**src/rtl/logic_pod_pattern_gen_pkg.sv**
```systemverilog
// Shared types for the logic pod pattern generator.
// PRBS7 support is built only when LOGIC_POD_PRBS_EN is defined.
package logic_pod_pattern_gen_pkg;

   localparam int unsigned LA_SAMPLES_PER_CLK = 20;
   localparam int unsigned LA_LANES           = 8;
   localparam logic [15:0] LA_MIN_PERIOD      = 16'd20;

   typedef logic [LA_SAMPLES_PER_CLK-1:0] la_sample_t;

   typedef enum logic [1:0] {
      ModeConst  = 2'd0,
      ModeSquare = 2'd1,
      ModeCount  = 2'd2,
      ModePrbs7  = 2'd3
   } la_patmode_t;

   typedef enum logic {
      StIdle,
      StRun
   } pg_state_t;

   // Square generation relies on P >= 20 so (ph+i) mod P is a single conditional subtract.
   function automatic logic cfg_is_legal(input logic [1:0]  mode,
                                         input logic [15:0] period,
                                         input logic [15:0] high,
                                         input logic        prbs_en);
      return (period >= LA_MIN_PERIOD) && (high <= period) &&
             (prbs_en || (la_patmode_t'(mode) != ModePrbs7));
   endfunction

endpackage

```
**src/rtl/logic_pod_prbs7_lane.sv**
```systemverilog
// One PRBS7 (x^7+x^6+1, Fibonacci) lane advanced 20 steps per clock.
// Instanced only when LOGIC_POD_PRBS_EN is defined.
module logic_pod_prbs7_lane
   import logic_pod_pattern_gen_pkg::*;
(
   input  logic        clk_250mhz,
   input  logic        rst,
   input  logic        load,
   input  logic        advance,
   input  logic [6:0]  seed,
   output logic [19:0] bits
);

   logic [6:0] lfsr_q;
   logic [6:0] lfsr_d;

   // Bit 0 is the earliest sample: emit MSB, then shift, twenty times.
   always_comb begin
      lfsr_d = lfsr_q;
      bits   = '0;
      for (int i = 0; i < LA_SAMPLES_PER_CLK; i++) begin
         bits[i] = lfsr_d[6];
         lfsr_d  = {lfsr_d[5:0], lfsr_d[6] ^ lfsr_d[5]};
      end
   end

   always_ff @(posedge clk_250mhz) begin
      if (rst) begin
         lfsr_q <= 7'h7f;
      end else if (load) begin
         lfsr_q <= seed;
      end else if (advance) begin
         lfsr_q <= lfsr_d;
      end
   end

endmodule

```
**src/rtl/logic_pod_pattern_gen.sv**
```systemverilog
// Logic pod transmit pattern generator: 8 lanes x 20 samples/clk of test patterns.
// Define LOGIC_POD_PRBS_EN to build the PRBS7 mode; otherwise mode 3 is rejected.
module logic_pod_pattern_gen
   import logic_pod_pattern_gen_pkg::*;
#(
   parameter logic [7:0] LANE_INVERT = 8'h00
) (
   input  logic             clk_250mhz,
   input  logic             rst,
   input  logic             cfg_valid,
   output logic             cfg_ready,
   input  logic [1:0]       cfg_mode,
   input  logic [7:0]       cfg_lane_en,
   input  logic [7:0]       cfg_const,
   input  logic [15:0]      cfg_period,
   input  logic [15:0]      cfg_high,
   input  logic [31:0]      cfg_burst,
   output logic             cfg_err,
   input  logic             start,
   input  logic             stop,
   output logic             busy,
   output logic             done,
   output logic [7:0][19:0] samples,
   output logic             samples_valid
);

   pg_state_t        state_q;
   la_patmode_t      mode_q;
   logic [7:0]       lane_en_q, const_q;
   logic [15:0]      period_q, high_q, ph_q, ph_next;
   logic [31:0]      burst_q, burst_cnt_q;
   logic [7:0]       cnt_q;
   logic [7:0][19:0] pat_q, run_word, park_word, cnt_word, prbs_word;
   logic [19:0]      sq_word;
   logic             pat_valid_q, exit_q, exit_q2, cfg_ok;

`ifdef LOGIC_POD_PRBS_EN
   localparam logic PRBS_EN = 1'b1;
   for (genvar g = 0; g < LA_LANES; g++) begin : g_prbs
      logic_pod_prbs7_lane u_lane (
         .clk_250mhz (clk_250mhz),
         .rst        (rst),
         .load       ((state_q == StIdle) && start),
         .advance    (state_q == StRun),
         .seed       (7'h7f ^ 7'(g)),
         .bits       (prbs_word[g])
      );
   end
`else
   localparam logic PRBS_EN = 1'b0;
   assign prbs_word = '0;
`endif

   assign cfg_ok    = cfg_is_legal(cfg_mode, cfg_period, cfg_high, PRBS_EN);
   assign cfg_ready = (state_q == StIdle);
   assign busy      = (state_q == StRun);

   always_comb begin : p_pattern
      logic [16:0] s;
      logic [7:0]  n;
      sq_word   = '0;
      cnt_word  = '0;
      run_word  = '0;
      park_word = '0;
      s = {1'b0, ph_q} + 17'd20;
      ph_next = (s >= {1'b0, period_q}) ? 16'(s - {1'b0, period_q}) : s[15:0];
      for (int i = 0; i < LA_SAMPLES_PER_CLK; i++) begin
         s = {1'b0, ph_q} + 17'(i);
         if (s >= {1'b0, period_q}) s = s - {1'b0, period_q};
         sq_word[i] = (s[15:0] < high_q);
         n = cnt_q + 8'(i);
         for (int g = 0; g < LA_LANES; g++) cnt_word[g][i] = n[g];
      end
      for (int g = 0; g < LA_LANES; g++) begin
         case (mode_q)
            ModeConst:  run_word[g] = {LA_SAMPLES_PER_CLK{const_q[g]}};
            ModeSquare: run_word[g] = sq_word;
            ModeCount:  run_word[g] = cnt_word[g];
            default:    run_word[g] = prbs_word[g];
         endcase
         run_word[g]  = run_word[g] & {LA_SAMPLES_PER_CLK{lane_en_q[g]}};
         park_word[g] = {LA_SAMPLES_PER_CLK{const_q[g] & lane_en_q[g]}};
      end
   end

   // Pipeline: generator -> pat_q -> samples, so data lands two edges after start.
   always_ff @(posedge clk_250mhz) begin
      if (rst) begin
         state_q       <= StIdle;
         mode_q        <= ModeConst;
         lane_en_q     <= '0;
         const_q       <= '0;
         period_q      <= LA_MIN_PERIOD;
         high_q        <= '0;
         burst_q       <= '0;
         ph_q          <= '0;
         cnt_q         <= '0;
         burst_cnt_q   <= '0;
         pat_q         <= '0;
         pat_valid_q   <= 1'b0;
         exit_q        <= 1'b0;
         exit_q2       <= 1'b0;
         cfg_err       <= 1'b0;
         done          <= 1'b0;
         samples_valid <= 1'b0;
         for (int g = 0; g < LA_LANES; g++) begin
            samples[g] <= {LA_SAMPLES_PER_CLK{LANE_INVERT[g]}};
         end
      end else begin
         cfg_err     <= 1'b0;
         exit_q      <= 1'b0;
         pat_valid_q <= 1'b0;
         case (state_q)
            StIdle: begin
               pat_q <= park_word;
               if (cfg_valid) begin
                  if (cfg_ok) begin
                     mode_q    <= la_patmode_t'(cfg_mode);
                     lane_en_q <= cfg_lane_en;
                     const_q   <= cfg_const;
                     period_q  <= cfg_period;
                     high_q    <= cfg_high;
                     burst_q   <= cfg_burst;
                  end else begin
                     cfg_err <= 1'b1;
                  end
               end
               if (start) begin
                  state_q     <= StRun;
                  ph_q        <= '0;
                  cnt_q       <= '0;
                  burst_cnt_q <= burst_q;
               end
            end
            default: begin
               pat_q       <= run_word;
               pat_valid_q <= 1'b1;
               ph_q        <= ph_next;
               cnt_q       <= cnt_q + 8'd20;
               burst_cnt_q <= burst_cnt_q - 32'd1;
               if (stop || ((burst_q != '0) && (burst_cnt_q == 32'd1))) begin
                  state_q <= StIdle;
                  exit_q  <= 1'b1;
               end
            end
         endcase
         exit_q2       <= exit_q;
         done          <= exit_q2;
         samples_valid <= pat_valid_q;
         for (int g = 0; g < LA_LANES; g++) begin
            samples[g] <= pat_q[g] ^ {LA_SAMPLES_PER_CLK{LANE_INVERT[g]}};
         end
      end
   end

endmodule

```
**config.mk**
```make
export PLATFORM = sky130hd
export DESIGN_NAME = logic_pod_pattern_gen
export DESIGN_NICKNAME = d
export VERILOG_FILES = /design/src/rtl/logic_pod_pattern_gen_pkg.sv /design/src/rtl/logic_pod_prbs7_lane.sv /design/src/rtl/logic_pod_pattern_gen.sv
export SDC_FILE = /design/constraint.sdc
export NUM_CORES = 2
export LEC_CHECK = 0
export CORE_ASPECT_RATIO = 1.5
export CORE_MARGIN = 2
export CORE_UTILIZATION = 40
export DETAILED_ROUTE_END_ITERATION = 6
export GPL_ROUTABILITY_DRIVEN = 0
export PLACE_DENSITY_LB_ADDON = 0.2
export SLEW_MARGIN = 5
export SYNTH_ARGS = -nofsm -noshare
export SYNTH_HDL_FRONTEND = slang
export SYNTH_SLANG_ARGS = --single-unit
```
**constraint.sdc**
```tcl
create_clock -name clk_250mhz -period 15.9 [get_ports clk_250mhz]
set_clock_uncertainty 0.2 [all_clocks]
set_input_delay 3.975 -clock clk_250mhz [delete_from_list [all_inputs] [get_ports clk_250mhz]]
set_output_delay 3.975 -clock clk_250mhz [all_outputs]
set_load 0.02 [all_outputs]
```
==> metrics.txt <==
FMAX=111 MHz; DR vias=~43000; Root Driver=clkbuf_16; syn nets=between 6000 and 7000; 1st-pass router iterations=7; DP HPWL=approximately 130 mm; share of post-route cells with drive strength above 1=approximately 6%; Worst-path clk slew=about 0.07 ns; R2R Path Start=ph_q[6]$_SDFFE_PP0P_; register share of total power=9.8%; Bufs on Longest Clock Path=3; Clock Power Share=8.4%; hold_buf cts=0; wire per inst=25.7 um; Primary FF master, synth=dfxtp_1; CTS tree=yes; Worst path slowest cell=a21oi_1; Die X-Extent=approximately 270 um; worst setup path category=reg -> reg; Final Hold Viols=0; number of global-route vias before repair=between 40000 and 50000; Congestion Overflow GR=0; max-slew violation count=0; endpoint type of the worst setup path=register; H-tree levels=2; Yosys Warn Count=0; pwr dens=265 nW/um^2; chip height=406 um; Synth async-reset ratio=0%; Net Sw Power=roughly 6.5 mW; CP Launch Type=register; Std-Cell Rows=roughly 150; IO Port Bufs=251; area delta synth->final=13.3%; switch share=roughly 50%; cell mode on critical path=a21oi_1; Crit. Startpoint=ph_q[6]$_SDFFE_PP0P_; Initial Util=40.3%; fin crit period=between 9 and 10 ns; distinct cell type count after synthesis=between 80 and 90; Syn Area/Cell=roughly 7.9 um^2; io pins=~250; arrival time worst endpoint=roughly 9.2 ns; Num CTS Buffers=40; post-cts sizing count=0; worst vdd ir=about 0.099 mV; pin count of the biggest net entering global routing=155; Nets=about 6300; Seq/Total Area, Yosys=a little over a fifth; worst endpoint required time=around 16 ns; top-area cell type share of the netlist area=a little over a fifth; total negative slack=0 ns; clock latency on the worst-skew pair=a little over 0.6 ns; postcts setup bufs=0; leakage=roughly 21 nW; Post-Syn Instances=5447; DRT Wirelength=between 150 and 200 mm; post-synth top area cell=dfxtp_1; final setup fails=0; Final Non-Filler Cells=between 7000 and 8000; Worst Tran Pin Value=~1.4 ns; Post-route DRC=32; critical path, cell by cell=buf_4 > and2_1 > nand3_1 > nor2_1 > and3_1 > nand2_1 > nor2_1 > xor2_1 > ha_1 > o21a_1 > o21ai_0 > a21oi_1 > a2111oi_0 > o31a_1 > mux2_2 > ha_1 > a21o_1 > a21o_1 > a21oi_1 > o21ai_0 > a31o_2 > nor2_1 > a21oi_1 > a21oi_1; commonest non-fill, non-tap cell in the layout=ha_1; DRT iter0 DRCs=3789; Largest stage delay, worst path=0.90 ns; number of flops mapped to enable cells by yosys=0; HP Start=pat_q[7]$_SDFF_PP0_; die area=around 110000 um^2; internal power=approximately 6.4 mW; antenna violations before repair=5; failing checks=DRC; Tightest Hold Check Type=reg -> reg; vias per cell=6.05; crit share post-route=between 50% and 60%; most frequent cells in the layout=ha_1 (632), a21oi_1 (583), nor2_1 (521), dfxtp_1 (454), nand2_1 (401); Final ANT Viol Nets=0; RSZ-0062 raised after global routing=false; synth top area cells=dfxtp_1 (22%), ha_1 (18%), a21oi_1 (6.8%); status=complete, but fails checks; Rel. slew slack=between 7 and 8%; crit-path max FO=27; core box area=107000 um^2; combinational share of power=81.8%; first-pass GRT wire length=262 mm; synthesized flop and latch total=around 460; GRT Total Usage=approximately a third; synthesized area=approximately 43000 um^2; Cells after DPL=around 7000; TritonCTS Sinks=463; max-cap violation count=0
layer usage:
metal  part of all wire, %  vias up  global-route usage, %
met2                    45     2058                   53.0
met1                    36    19900                   34.4
met4                    11        2                   28.1
li1                      -    20000                      -
met3                   7.9      814                   5.40
met5                0.0072        -                      0
state kept, by name, indices dropped and copies added, names as in the netlist:
name           flops
burst_cnt_q       32
burst_q           32
busy               1
cfg_err            1
cnt_q              6
const_q            8
done               1
exit_q             1
exit_q2            1
high_q            16
lane_en_q          8
mode_q             2
pat_q            160
pat_valid_q        1
period_q          16
ph_q              16
samples          160
samples_valid      1
synthesized netlist by cell type (all sizes together) (113+ instances only):
master and n:
mux2i 118, a21o 144, a21oi 584, nand2 401
nor3 129, dfxtp 463, nor2 521, nand3 113
xor2 171, xnor2 322, nor2b 218, ha 632
o21ai 300, clkbuf 183, inv 161
final cells by class:
cell class | count | area (um^2)
Clock inverter | 21 | 363
Clock buffer | 50 | 1060
Inverter | 164 | 616
Tap cell | 1415 | 1770
Multi-Input combinational cell | 4606 | 32500
Timing Repair Buffer | 346 | 3240
Fill cell | 10600 | 58100
Antenna cell | 5 | 12.5
Sequential cell | 463 | 9280
through the flow:
step                      hold slack, ns  setup WS, ns  power, mW  utilization (%)  instance area, um^2
after global placement             0.215          7.17       11.4             44.3                47400
after detailed placement           0.220          6.97       11.6             44.3                47400
after CTS                          0.225          6.90       12.7             45.6                48800
after global routing               0.244          6.67       14.1             45.7                48800
final                              0.223          6.88       12.9             45.7                48800
after floorplan                    0.214          9.45       9.25                -                43100
power by group through the flow:
stage | Sequential (mW) | Clock [mW] | Combinational [mW]
2_1_floorplan | 1.25 | 0 | 8.00
3_3_place_gp | 1.29 | 0 | 10.2
3_5_place_dp | 1.29 | 0 | 10.3
4_1_cts | 1.26 | 1.10 | 10.4
5_1_grt | 1.27 | 1.14 | 11.7
6_report | 1.27 | 1.09 | 10.6
worst paths after layout:
path	end	slack [ns]	cells past startpoint
worst min-delay path	samples[7]$_SDFF_PP0_	0.22	1
worst min register to register	samples[7]$_SDFF_PP0_	0.22	1
worst max register to register	pat_q[146]$_SDFF_PP0_	6.88	24
worst max-delay path	pat_q[146]$_SDFF_PP0_	6.88	24
cells by family after synthesis:
group / count (synthesis) / synth area share, %
AOI/OAI and AO/OA: 1511 / 21.8
xor gates and xnor gates: 493 / 10.0
adders and majority gates: 636 / 18.5
buffers and inverters: 378 / 3.30
DFF: 463 / 21.5
muxes: 200 / 4.89
and+or+nand+nor: 1766 / 19.9
worst max-delay path, delay by kind of cell (launching register included):
| kind | cells | cell delay (ns) |
|---|---|---|
| buffers and inverters | 1 | 0.41 |
| muxes | 1 | 0.43 |
| xor gates and xnor gates | 1 | 0.24 |
| DFF | 1 | 0.77 |
| and+or+nand+nor | 7 | 2.79 |
| AOI/OAI and AO/OA | 12 | 3.32 |
| adders and majority gates | 2 | 0.63 |
(Power assumes the default switching activity.)
==> variant (same settings) <==
`PRBS_EN`: 1'b0 -> 1'b1.
--- a/src/rtl/logic_pod_pattern_gen.sv
+++ b/src/rtl/logic_pod_pattern_gen.sv
@@ -47,7 +47,7 @@
       );
    end
 `else
-   localparam logic PRBS_EN = 1'b0;
+   localparam logic PRBS_EN = 1'b1;
    assign prbs_word = '0;
 `endif
 
Behaviour: not the same (Yosys sat finds a counterexample within 4 cycles, from zero or initial values and one cycle with rst high).
==> variant against the unedited design <==
The run still ends with design-rule violations left; routed wire length shrank 3.1%; final area shrank 1.3%; final cell count is essentially flat; synthesized area shrank 1.1%; sequential cell count is the same; via count shrank 1.6%; count of clock-buffer cells in the layout grew 4; setup slack gained 0.089 ns; synthesized cell count is essentially flat; largest cell class unchanged.
Power is not shown: default switching activity piles up to over one toggle a cycle in this logic, so the estimate is an artifact.
==> variant: results (changes against the unedited design) <==
- Synth top cells by count: 682 x a21oi_1, 632 x ha_1, 545 x nand2_1
- Vias in the first global route: 40.3k (-1.7%)
- Drt pass-1 iters: 7 (unchanged)
- Placed Area: 46,800 um^2 (-1.1%)
- First-pass GRT wire length: 256,000 um (-2.2%)
- Synth warn: 0 (unchanged)
- DR vias/cell: 5.96 (-1.6%)
- Syn nets: 6,173 (+0.049%)
- Layout Nets: 6,351 (+0.11%)
- TritonCTS Buffers: 39 (-2.5%)
- Post-CTS Setup Repair Bufs: 0 (unchanged)
- Initial antenna violation count: 4 (-1)
- Total track usage: 31.0% (-0.70 points)
- 1st-iter DRT viols: 3,424 (-9.6%)
- Max-slew violation count: 0 (unchanged)
- Post-Synth XOR/XNOR Area: 10.4% (+0.36 points)
- CTS Buffer Depth: 3 (unchanged)
- Fill cells: 10.8k (+1.9%)
- DP HPWL: 132,000 um (+0.65%)
- Cell Count Post-Placement: 6,993 (-0.014%)
- GR Overflow Total: 0 (unchanged)
- Critical Path Fanout Max: 26 (-3.7%)
- Ys flop type: dfxtp_1
- Syn Area/Cell: 7.82 um^2 (-1.1%)
- Slowest cell on the critical path: nor2_1
- Fraction of the mapped netlist area in adder cells: 18.8% (+0.20 points)
- Final WL: 176,000 um (-3.1%)
- CP Data Arrival Time: 9.21 ns (about the same)
- CTS resizes: 0 (unchanged)
- CTS clock-pin slew for the worst setup and hold paths: 0.07 ns (about the same)
- # port buffers: 251 (unchanged)
- Share of cells above drive strength 1: 5.99% (-0.023 points)
- Synth unique cells: 105 (+27%)
- Area contributors post-synth: dfxtp_1 22%, ha_1 19%, a21oi_1 8.0%
- Worst Tran Pin Value: 1.28 ns (-0.0953 ns)
- Ys async rst share: 0% (unchanged)
- Multiplexer share of the synthesized area: 3.46% (-1.4 points)
- Post-route DRC: 6 (-81%)
- Number of flops mapped to enable cells by yosys: 0 (unchanged)
- Pre-CTS setup slack: 7.38 ns (+0.406 ns)
- CTS H-tree depth: 2 (unchanged)
- Root Buffer: clkbuf_16
- Failing checks: design-rule violations
- Final ANT Viol Nets: 0 (unchanged)
- Worst-Skew Late Latency: 0.57 ns (-0.05 ns)
- Footprint of the multi-input gates: 32,000 um^2 (-1.4%)
- Status: complete, but fails checks
- Compound-Gate Fraction of Synth Area: 22.2% (+0.40 points)
- Part of the Yosys area used for sequential elements: 21.8% (+0.24 points)
- Biggest regs: pat_q (160), samples (160)
- WL per Instance: 24.9 um (-3.0%)
- Pin count of the biggest net entering global routing: 85 (-45%)
==> variant: changes by cell type in the layout (fill, tap and decap cells not counted), moves of 13 or more <==
cell      delta
nand2_1    +144
a21oi_1     +96
mux2i_1     -80
nor2_1      -61
o21ai_1     +27
nor3_1      -26
o21a_1      -21
a31oi_1     -20
a211o_1     -17
or2_2       -14
o221ai_1    -13
==> variant: cells by family (layout without fill, tap and decap cells) <==
family,after synthesis,after routing
and+or+nand+nor,1800,1800
xor gates and xnor gates,505,505
muxes,135,135
DFF,463,463
buffers and inverters,362,567
adders and majority gates,636,636
AOI/OAI and AO/OA,1549,1549
other,0,5
==> variant: cell type report <==
class | count | area share [%]
repair buffers | 342 | 6.65
diodes | 5 | 0.0260
well taps | 1406 | 3.65
clock buffers | 54 | 2.36
clock inverters | 14 | 0.392
multi-input cells | 4625 | 66.4
inverters | 157 | 1.22
flip-flops and latches | 463 | 19.3
==> variant: per-layer routing <==
layer	track usage (%)	vias to the layer above	routed length (um)
met5	0	-	13
met4	27.2	2	18200
met3	5.93	761	13300
met2	52.7	1891	81800
met1	32.6	19563	62700
li1	-	19884	-
==> variant: worst paths after layout <==
| kind | from | to | depth (start not counted) | slack, ns |
|---|---|---|---|---|
| setup reg to reg | ph_q[4] | pat_q[10] | 23 | 6.96 |
| hold / removal | pat_q[131] | samples[131] | 1 | 0.22 |
| hold reg to reg | pat_q[131] | samples[131] | 1 | 0.22 |
| setup / recovery | ph_q[4] | pat_q[10] | 23 | 6.96 |
